==> src/rtl/frog_move_input_if.sv <==
// rtl/frog_move_input_if.sv - move request bus between the input conditioner and the game core
interface frog_move_input_if;
    logic       move_valid;
    logic [1:0] move_dir;
    logic [3:0] sw_stable;

    modport master (output move_valid, output move_dir, output sw_stable);
    modport slave  (input  move_valid, input  move_dir, input  sw_stable);
endinterface

==> src/rtl/frog_move_input.sv <==
// rtl/frog_move_input.sv - button sync/debounce and press + auto-repeat move request generator
module frog_move_input #(
    parameter int DEBOUNCE_CYCLES = 250000,
    parameter int REPEAT_DELAY    = 12500000,
    parameter int REPEAT_PERIOD   = 5000000,
    parameter int CNT_W           = 24
) (
    input  logic                CLK,
    input  logic                RST,
    input  logic                SW1,
    input  logic                SW2,
    input  logic                SW3,
    input  logic                SW4,
    frog_move_input_if.master   mv
);

    localparam logic [CNT_W-1:0] DB_LAST = CNT_W'(DEBOUNCE_CYCLES - 1);
    localparam logic [CNT_W-1:0] RD_LAST = CNT_W'(REPEAT_DELAY - 1);
    localparam logic [CNT_W-1:0] RP_LAST = CNT_W'(REPEAT_PERIOD - 1);

    typedef enum logic [1:0] {IDLE, HOLD, REPEAT} state_t;

    logic [3:0]       sw_raw;
    logic [3:0]       sync1;
    logic [3:0]       sync2;
    logic [3:0]       stable;
    logic [CNT_W-1:0] db_cnt [4];
    logic [1:0]       sel;
    logic             any_pressed;
    state_t           state;
    logic [CNT_W-1:0] timer;
    logic             valid_q;
    logic [1:0]       dir_q;

    assign sw_raw = {SW4, SW3, SW2, SW1};

    // Two-flop synchroniser; raw buttons are used nowhere else.
    always_ff @(posedge CLK) begin
        if (RST) begin
            sync1 <= '0;
            sync2 <= '0;
        end else begin
            sync1 <= sw_raw;
            sync2 <= sync1;
        end
    end

    // Per-button debounce: a new level is accepted only after it has differed
    // from the accepted level for DEBOUNCE_CYCLES consecutive cycles.
    always_ff @(posedge CLK) begin
        if (RST) begin
            stable <= '0;
            for (int i = 0; i < 4; i++) db_cnt[i] <= '0;
        end else begin
            for (int i = 0; i < 4; i++) begin
                if (sync2[i] == stable[i]) begin
                    db_cnt[i] <= '0;
                end else if (db_cnt[i] == DB_LAST) begin
                    stable[i] <= sync2[i];
                    db_cnt[i] <= '0;
                end else begin
                    db_cnt[i] <= db_cnt[i] + 1'b1;
                end
            end
        end
    end

    // Lowest-index pressed button wins: Up > Down > Left > Right.
    always_comb begin
        sel         = 2'd3;
        any_pressed = |stable;
        if (stable[0])      sel = 2'd0;
        else if (stable[1]) sel = 2'd1;
        else if (stable[2]) sel = 2'd2;
    end

    // Press/hold/repeat FSM; dir_q doubles as the latched button while held.
    always_ff @(posedge CLK) begin
        if (RST) begin
            state   <= IDLE;
            timer   <= '0;
            valid_q <= 1'b0;
            dir_q   <= 2'd0;
        end else begin
            valid_q <= 1'b0;
            case (state)
                IDLE: begin
                    if (any_pressed) begin
                        valid_q <= 1'b1;
                        dir_q   <= sel;
                        timer   <= '0;
                        state   <= HOLD;
                    end
                end
                HOLD: begin
                    if (!stable[dir_q]) begin
                        state <= IDLE;
                    end else if (timer == RD_LAST) begin
                        valid_q <= 1'b1;
                        timer   <= '0;
                        state   <= REPEAT;
                    end else begin
                        timer <= timer + 1'b1;
                    end
                end
                REPEAT: begin
                    if (!stable[dir_q]) begin
                        state <= IDLE;
                    end else if (timer == RP_LAST) begin
                        valid_q <= 1'b1;
                        timer   <= '0;
                    end else begin
                        timer <= timer + 1'b1;
                    end
                end
                default: state <= IDLE;
            endcase
        end
    end

    assign mv.move_valid = valid_q;
    assign mv.move_dir   = dir_q;
    assign mv.sw_stable  = stable;

endmodule

==> src/flat_wrapper.sv <==
// flat-port wrapper written by rule: the top's interface ports become plain ports
module frog_move_input_flat 
#(
    parameter int DEBOUNCE_CYCLES = 250000,
    parameter int REPEAT_DELAY    = 12500000,
    parameter int REPEAT_PERIOD   = 5000000,
    parameter int CNT_W           = 24
)
  (CLK, RST, SW1, SW2, SW3, SW4, mv_move_valid, mv_move_dir, mv_sw_stable);
  frog_move_input_if mv_i ();
  input  logic CLK;
  input  logic RST;
  input  logic SW1;
  input  logic SW2;
  input  logic SW3;
  input  logic SW4;
  output wire logic [$bits(mv_i.move_valid)-1:0] mv_move_valid;
  output wire logic [$bits(mv_i.move_dir)-1:0] mv_move_dir;
  output wire logic [$bits(mv_i.sw_stable)-1:0] mv_sw_stable;
  assign mv_move_valid = mv_i.move_valid;
  assign mv_move_dir = mv_i.move_dir;
  assign mv_sw_stable = mv_i.sw_stable;
  frog_move_input #(.DEBOUNCE_CYCLES(DEBOUNCE_CYCLES), .REPEAT_DELAY(REPEAT_DELAY), .REPEAT_PERIOD(REPEAT_PERIOD), .CNT_W(CNT_W)) u_core (.CLK(CLK), .RST(RST), .SW1(SW1), .SW2(SW2), .SW3(SW3), .SW4(SW4), .mv(mv_i));
endmodule
==> config.mk <==
export PLATFORM = sky130hd
export DESIGN_NAME = frog_move_input_flat
export DESIGN_NICKNAME = d
export VERILOG_FILES = /design/src/rtl/frog_move_input_if.sv /design/src/rtl/frog_move_input.sv /design/src/flat_wrapper.sv
export SDC_FILE = /design/constraint.sdc
export NUM_CORES = 1
export LEC_CHECK = 0
export ABC_CLOCK_PERIOD_IN_PS = 5100
export CORE_UTILIZATION = 50
export DETAILED_ROUTE_END_ITERATION = 7
export GPL_TIMING_DRIVEN = 0
export PLACE_DENSITY = 0.65
export SLEW_MARGIN = 20
export SYNTH_ARGS = -nofsm -noshare
export SYNTH_HDL_FRONTEND = slang
export SYNTH_SLANG_ARGS = --single-unit
==> constraint.sdc <==
create_clock -name CLK -period 5.1 [get_ports CLK]
set_input_delay 0.765 -clock CLK [delete_from_list [all_inputs] [get_ports CLK]]
set_output_delay 0.765 -clock CLK [all_outputs]
set_load 0.02 [all_outputs]
* Yosys cells after proc, flatten, opt, wreduce, memory -nomap -nowiden *
Memory sizes are Yosys's and may differ from the RTL's.
Cells that the tools add are included.

word-level totals
  bits in registers = 41
  RAM bits = 96
  input bits = 6
  output and inout bits = 7
  word-level logic and storage cells = 140
  memories kept = 1

memory list
  memory         depth  bits a word  read ports  clocked after Yosys merged registers in  write ports  RTL line               source
  u_core.db_cnt  4      24           4           0                                        4            frog_move_input.sv:27  logic [CNT_W-1:0] db_cnt [4];

cells by class
  add/sub/neg operators = 5
  $lt $le $gt $ge = 1
  equal/unequal tests = 17
  mux-type cells = 80
  bitwise gates (word level) = 16
  reductions and logical operators = 10

operators by type and width
  cell                                                         count
  2-to-1 mux 24 bit                                            17
  adder 24 x 1 -> 24 bit (second input constant)               5
  equality test 24 x 18 -> 1 bit (second input constant)       4
  case mux 24 bit (3 select lines)                             1
  2-to-1 mux 1 bit                                             53
  equality test 24 x 23 -> 1 bit (second input constant)       1
  equality test 24 bit (second input constant)                 1
  2-to-1 mux 2 bit                                             6
  OR 1 bit                                                     12
  AND reduction 2 bit                                          5
  inequality test 2 x 1 -> 1 bit (second input constant)       3
  case mux 2 bit (3 select lines)                              1
  equality test 1 bit                                          4
  NOT 1 bit                                                    4
  AND reduction 4 bit                                          1
  OR reduction 4 bit                                           1
  less-than comparator 2 x 3 -> 1 bit (second input constant)  1
  inequality test 3 bit (second input constant)                1
  case mux 1 bit (3 select lines)                              1
  AND reduction 3 bit                                          1
  nonzero test 3 bit                                           1
  binary-select mux 1 bit (select 2 bit)                       1
  equality test 2 x 1 -> 1 bit (second input constant)         1
  equality test 2 bit (second input constant)                  1
  2 further kinds                                              2

* Longest topological paths before layout *
An unclocked memory read counts as a cell.

  depth after elaboration = 8
  gate-level depth with buffers = 9
  mapped depth without buffers = 7

* Worst setup path after synthesis *
OpenSTA, ideal clock, no wires.

  kind = register -> register
  from = memory u_core.db_cnt[0][11]
  to = memory u_core.db_cnt[0][15], data pin
  setup time = 0.266 ns
  arrival time = 1.844 ns
  data required time = 4.834 ns
  path slack = 2.990 ns
  cell stages (with the launch flop) = 8
  path buffers = 2
  clock period less this slack = 2.110 ns
  cells stage by stage = edfxtp_1 nor4_1 nand3_1 nor4bb_1 or3_1 clkbuf_1 clkbuf_1 nor2_1

RTL lines
  element      RTL line
  from (decl)  frog_move_input.sv:27

==> flow_summary_export.csv <==
group,metric,value,unit
finish,final_cell_mix,"152 x nor2_1, 96 x edfxtp_1, 96 x conb_1",
clock_network,cts.hold.buffers_added,0,
floorplanning,width_of_the_chip,121.3,um
detailed_routing,drt-total-wl,13.25,mm
critical_path,critPathSlowestCell,"nor4bb_1",
sta,final-setup-viol-count,0,
logic_synthesis,yosys_register_bits,137,
floorplanning,design.die.area,14720,um^2
logic_synthesis,synthArstFlopShare,0,
placement,port_buffers,12,
clock_network,tritoncts,"yes",
logic_synthesis,yosys_warnings,0,
detailed_routing,antenna_violating_nets_post_route,0,
logic_synthesis,yosys.cell_types.count,47,
floorplanning,floorplan.io_pins,13,
hold_path,timing.hold.worst.class,"flop to flop",
detailed_routing,drc_errors,0,
power,p_leak,2.874,nW
placement,preCtsSetupSlack,2374,ps
clock_network,clock_tree.buffer_depth,2,
run_status,result_of_the_run,"completed",
logic_synthesis,synthesis.area,7119,um^2
detailed_routing,number_of_detailed_route_iterations_in_the_first_pass,4,
grt,antenna_violations_before_repair,0,
detailed_routing,vias_per_cell,5.096,
critical_path,cp-start-kind,"flop",
critical_path,cell_with_the_most_instances_on_the_worst_path,"clkbuf_1",
power,vdd_ir_drop_max,0.1944,mV
clock_network,clock_sink_count,137,
finish,most_frequent_standard_cell_in_the_layout_excluding_fill_and_tap_cells,"nor2_1",
critical_path,timing.critical_path.arrival,2700,ps
critical_path,timing.critical_path.max_delay_family,"simple AND/OR/NAND/NOR gates",
sta,max_clock_freq,392.2,MHz
sta,number_of_hold_violations_in_the_final_report,0,
finish,layout-area-overhead-vs-synth,18.54,%
detailed_routing,drtIter0Drc,297,
floorplanning,start_util,0.5129,
logic_synthesis,netlist_top_cells_area,"edfxtp_1 40%, dfxtp_1 12%, xnor2_1 8.5%, nor2_1 8.0%, xor2_1 5.5%",
critical_path,cp_slowest_stage_delay,500,ps
critical_path,critical_path.endpoint,"u_core.db_cnt[0][9]$_SDFFCE_PN0P_",
critical_path,critical_path.max_fanout,10,
sta,slew_headroom,0.3604,
sta,period_minus_slack,2550,ps
logic_synthesis,yosysTopAreaCell,"edfxtp_1",
grt,first_global_vias,5056,
logic_synthesis,ys_seq_area_frac,0.5202,
logic_synthesis,synth_flop_cell,"edfxtp_1",
grt,global_route.overflow_total,0,
critical_path,rrSetupSlack,2550,ps
logic_synthesis,synth_edf_count,96,
clock_network,cts_root_buffer_type,"clkbuf_16",
sta,fin_ws,2550,ps
clock_network,clk_pin_slew_worst_paths,60,ps
critical_path,r2r_end,"u_core.db_cnt[0][9]$_SDFFCE_PN0P_",
sta,maxSlewViolCount,0,
critical_path,worst_r2r_src,"u_core.db_cnt[0][10]$_SDFFCE_PN0P_",
clock_network,htree_levels,4,
logic_synthesis,synth_top_cell_area_share,0.4049,
detailed_routing,detailroute.via_count,5249,
critical_path,worstRegToRegCells,7,
sta,fin_skew,5.977,ps
logic_synthesis,syn-instance-count,711,
critical_path,endpoint_kind,"flop",
grt,grt_usage,0.1984,
clock_network,cts_setup_buffers,0,
logic_synthesis,synth_area_per_cell,10.01,um^2
sta,rsz0062_at_grt,"false",
floorplanning,die_y,121.3,um
finish,final_net_count,852,
critical_path,cp.depth,7,
detailed_routing,post_drt_wl_per_cell,12.86,um
placement,hpwlAfterDp,9.496,mm
job,maxCapViolCount,0,
critical_path,worstPathCellList,"nor4_1 > nand3_1 > nor4bb_1 > or3_1 > clkbuf_1 > clkbuf_1 > nor2_1",
placement,gp_congestion,0.8518,
critical_path,critical_path.startpoint,"u_core.db_cnt[0][10]$_SDFFCE_PN0P_",
sta,fin_crit_sh,0.5000,
sta,worst-slew-pin-transition,950.6,ps
floorplanning,std_cell_rows,43,
critical_path,worstPathBufferInverterCount,2,
grt,maximum_number_of_pins_on_one_net_before_global_route_repair,17,
critical_path,crit_required,5250,ps
finish,post_route_cells_drive_above_1_share,0.05294,
sta,setup-tns-final,0,ps
clock_network,cts_inserted_buffers,17,
critical_path,criticalPathCategory,"flop to flop",
grt,global_route_wire_length_before_repair,22.81,mm
clock_network,clock_latency,420,ps
finish,diodes,0,
power,power_density,310.8,nW/um^2
floorplanning,design.core.area,13880,um^2
clock_network,cts_repair_resize_count,0,
[registers in the layout (all words and copies together), names as in the netlist]
signal and flops:
u_core.sync1 4, u_core.mv.move_dir 2, u_core.state 2, u_core.sync2 4, u_core.db_cnt 96, u_core.mv.sw_stable 4
u_core.timer 24, u_core.mv.move_valid 1
[how the worst min path moves through the flow]
stage                                           from                          to  slack [ps]  cells past startpoint
after floorplan           u_core.sync1[0]$_SDFF_PP0_  u_core.sync2[0]$_SDFF_PP0_         410                      1
after global placement    u_core.sync1[1]$_SDFF_PP0_  u_core.sync2[1]$_SDFF_PP0_         420                      1
after detailed placement  u_core.sync1[3]$_SDFF_PP0_  u_core.sync2[3]$_SDFF_PP0_         430                      1
after CTS                 u_core.sync1[1]$_SDFF_PP0_  u_core.sync2[1]$_SDFF_PP0_         440                      1
after global routing      u_core.sync1[3]$_SDFF_PP0_  u_core.sync2[3]$_SDFF_PP0_         460                      1
final                     u_core.sync1[1]$_SDFF_PP0_  u_core.sync2[1]$_SDFF_PP0_         440                      1
[through the flow]
step	total power [W]	util	hold WS, ps	instances	cell area [um^2]
final	0.002623	0.6080	439.7	1030	8439
after global routing	0.002702	0.6080	459.1	1030	8439
after CTS	0.002642	0.6080	444.4	1030	8439
after detailed placement	0.001363	0.5635	430.1	998	7821
after global placement	0.001360	0.5635	422.5	998	7821
after floorplan	0.001339	-	413.8	806	7476
[cell type report]
cell class                 instances  area [um^2]
clock buffer                      24        503.0
clock inverter                     8        115.1
fill                            1224         5441
inverter                          24        90.09
multi-input combinational        624         3582
buffer                            21        100.1
timing repair buffer              12        120.1
sequential                       137         3704
tap                              180        225.2
[report_power, final]
group / leakage, nW / internal, W / switching [W]
logic: 1.24 / 0.0000347 / 0.0000456
clock network: 0.309 / 0.000833 / 0.000446
registers: 1.32 / 0.00123 / 0.0000370
[cell usage after synthesis, drive strengths merged, types with 13 or more instances]
library cell	number
xor2	45
nor2	152
nand2	43
inv	24
dfxtp	41
xnor2	69
nand4	24
edfxtp	96
and4	13
nand3	47
nor3	27
nor4	24
clkbuf	14
[worst register-to-register path, cell delays in order, from the launching register on]
cell and delay, ps:
edfxtp_1 470, nor4_1 290, nand3_1 110, nor4bb_1 500, or3_1 190, clkbuf_1 230
clkbuf_1 390, nor2_1 110
[cells by family (layout without fill, tap and decap cells)]
family                     count (synthesis)  count (layout)  synth area share
DFF                                      137             137            0.5202
xor gates and xnor gates                 114             114            0.1402
adders and majority gates                  9               9           0.01582
muxes                                      6               6           0.01019
buffers and inverters                     45              89           0.02671
AOI/OAI and AO/OA                         19              19           0.02074
other                                      1              96         0.0005267
and+or+nand+nor                          380             380            0.2656
[per-layer routing]
metal / track usage / vias up / part of all wire
li1: - / 2664 / -
met3: 0.04652 / 19 / 0.030
met2: 0.3132 / 84 / 0.46
met4: 0.1003 / 0 / 0.022
met5: 0 / - / 0
met1: 0.2539 / 2482 / 0.49
No activity file was read; power rests on OpenSTA's default activity.
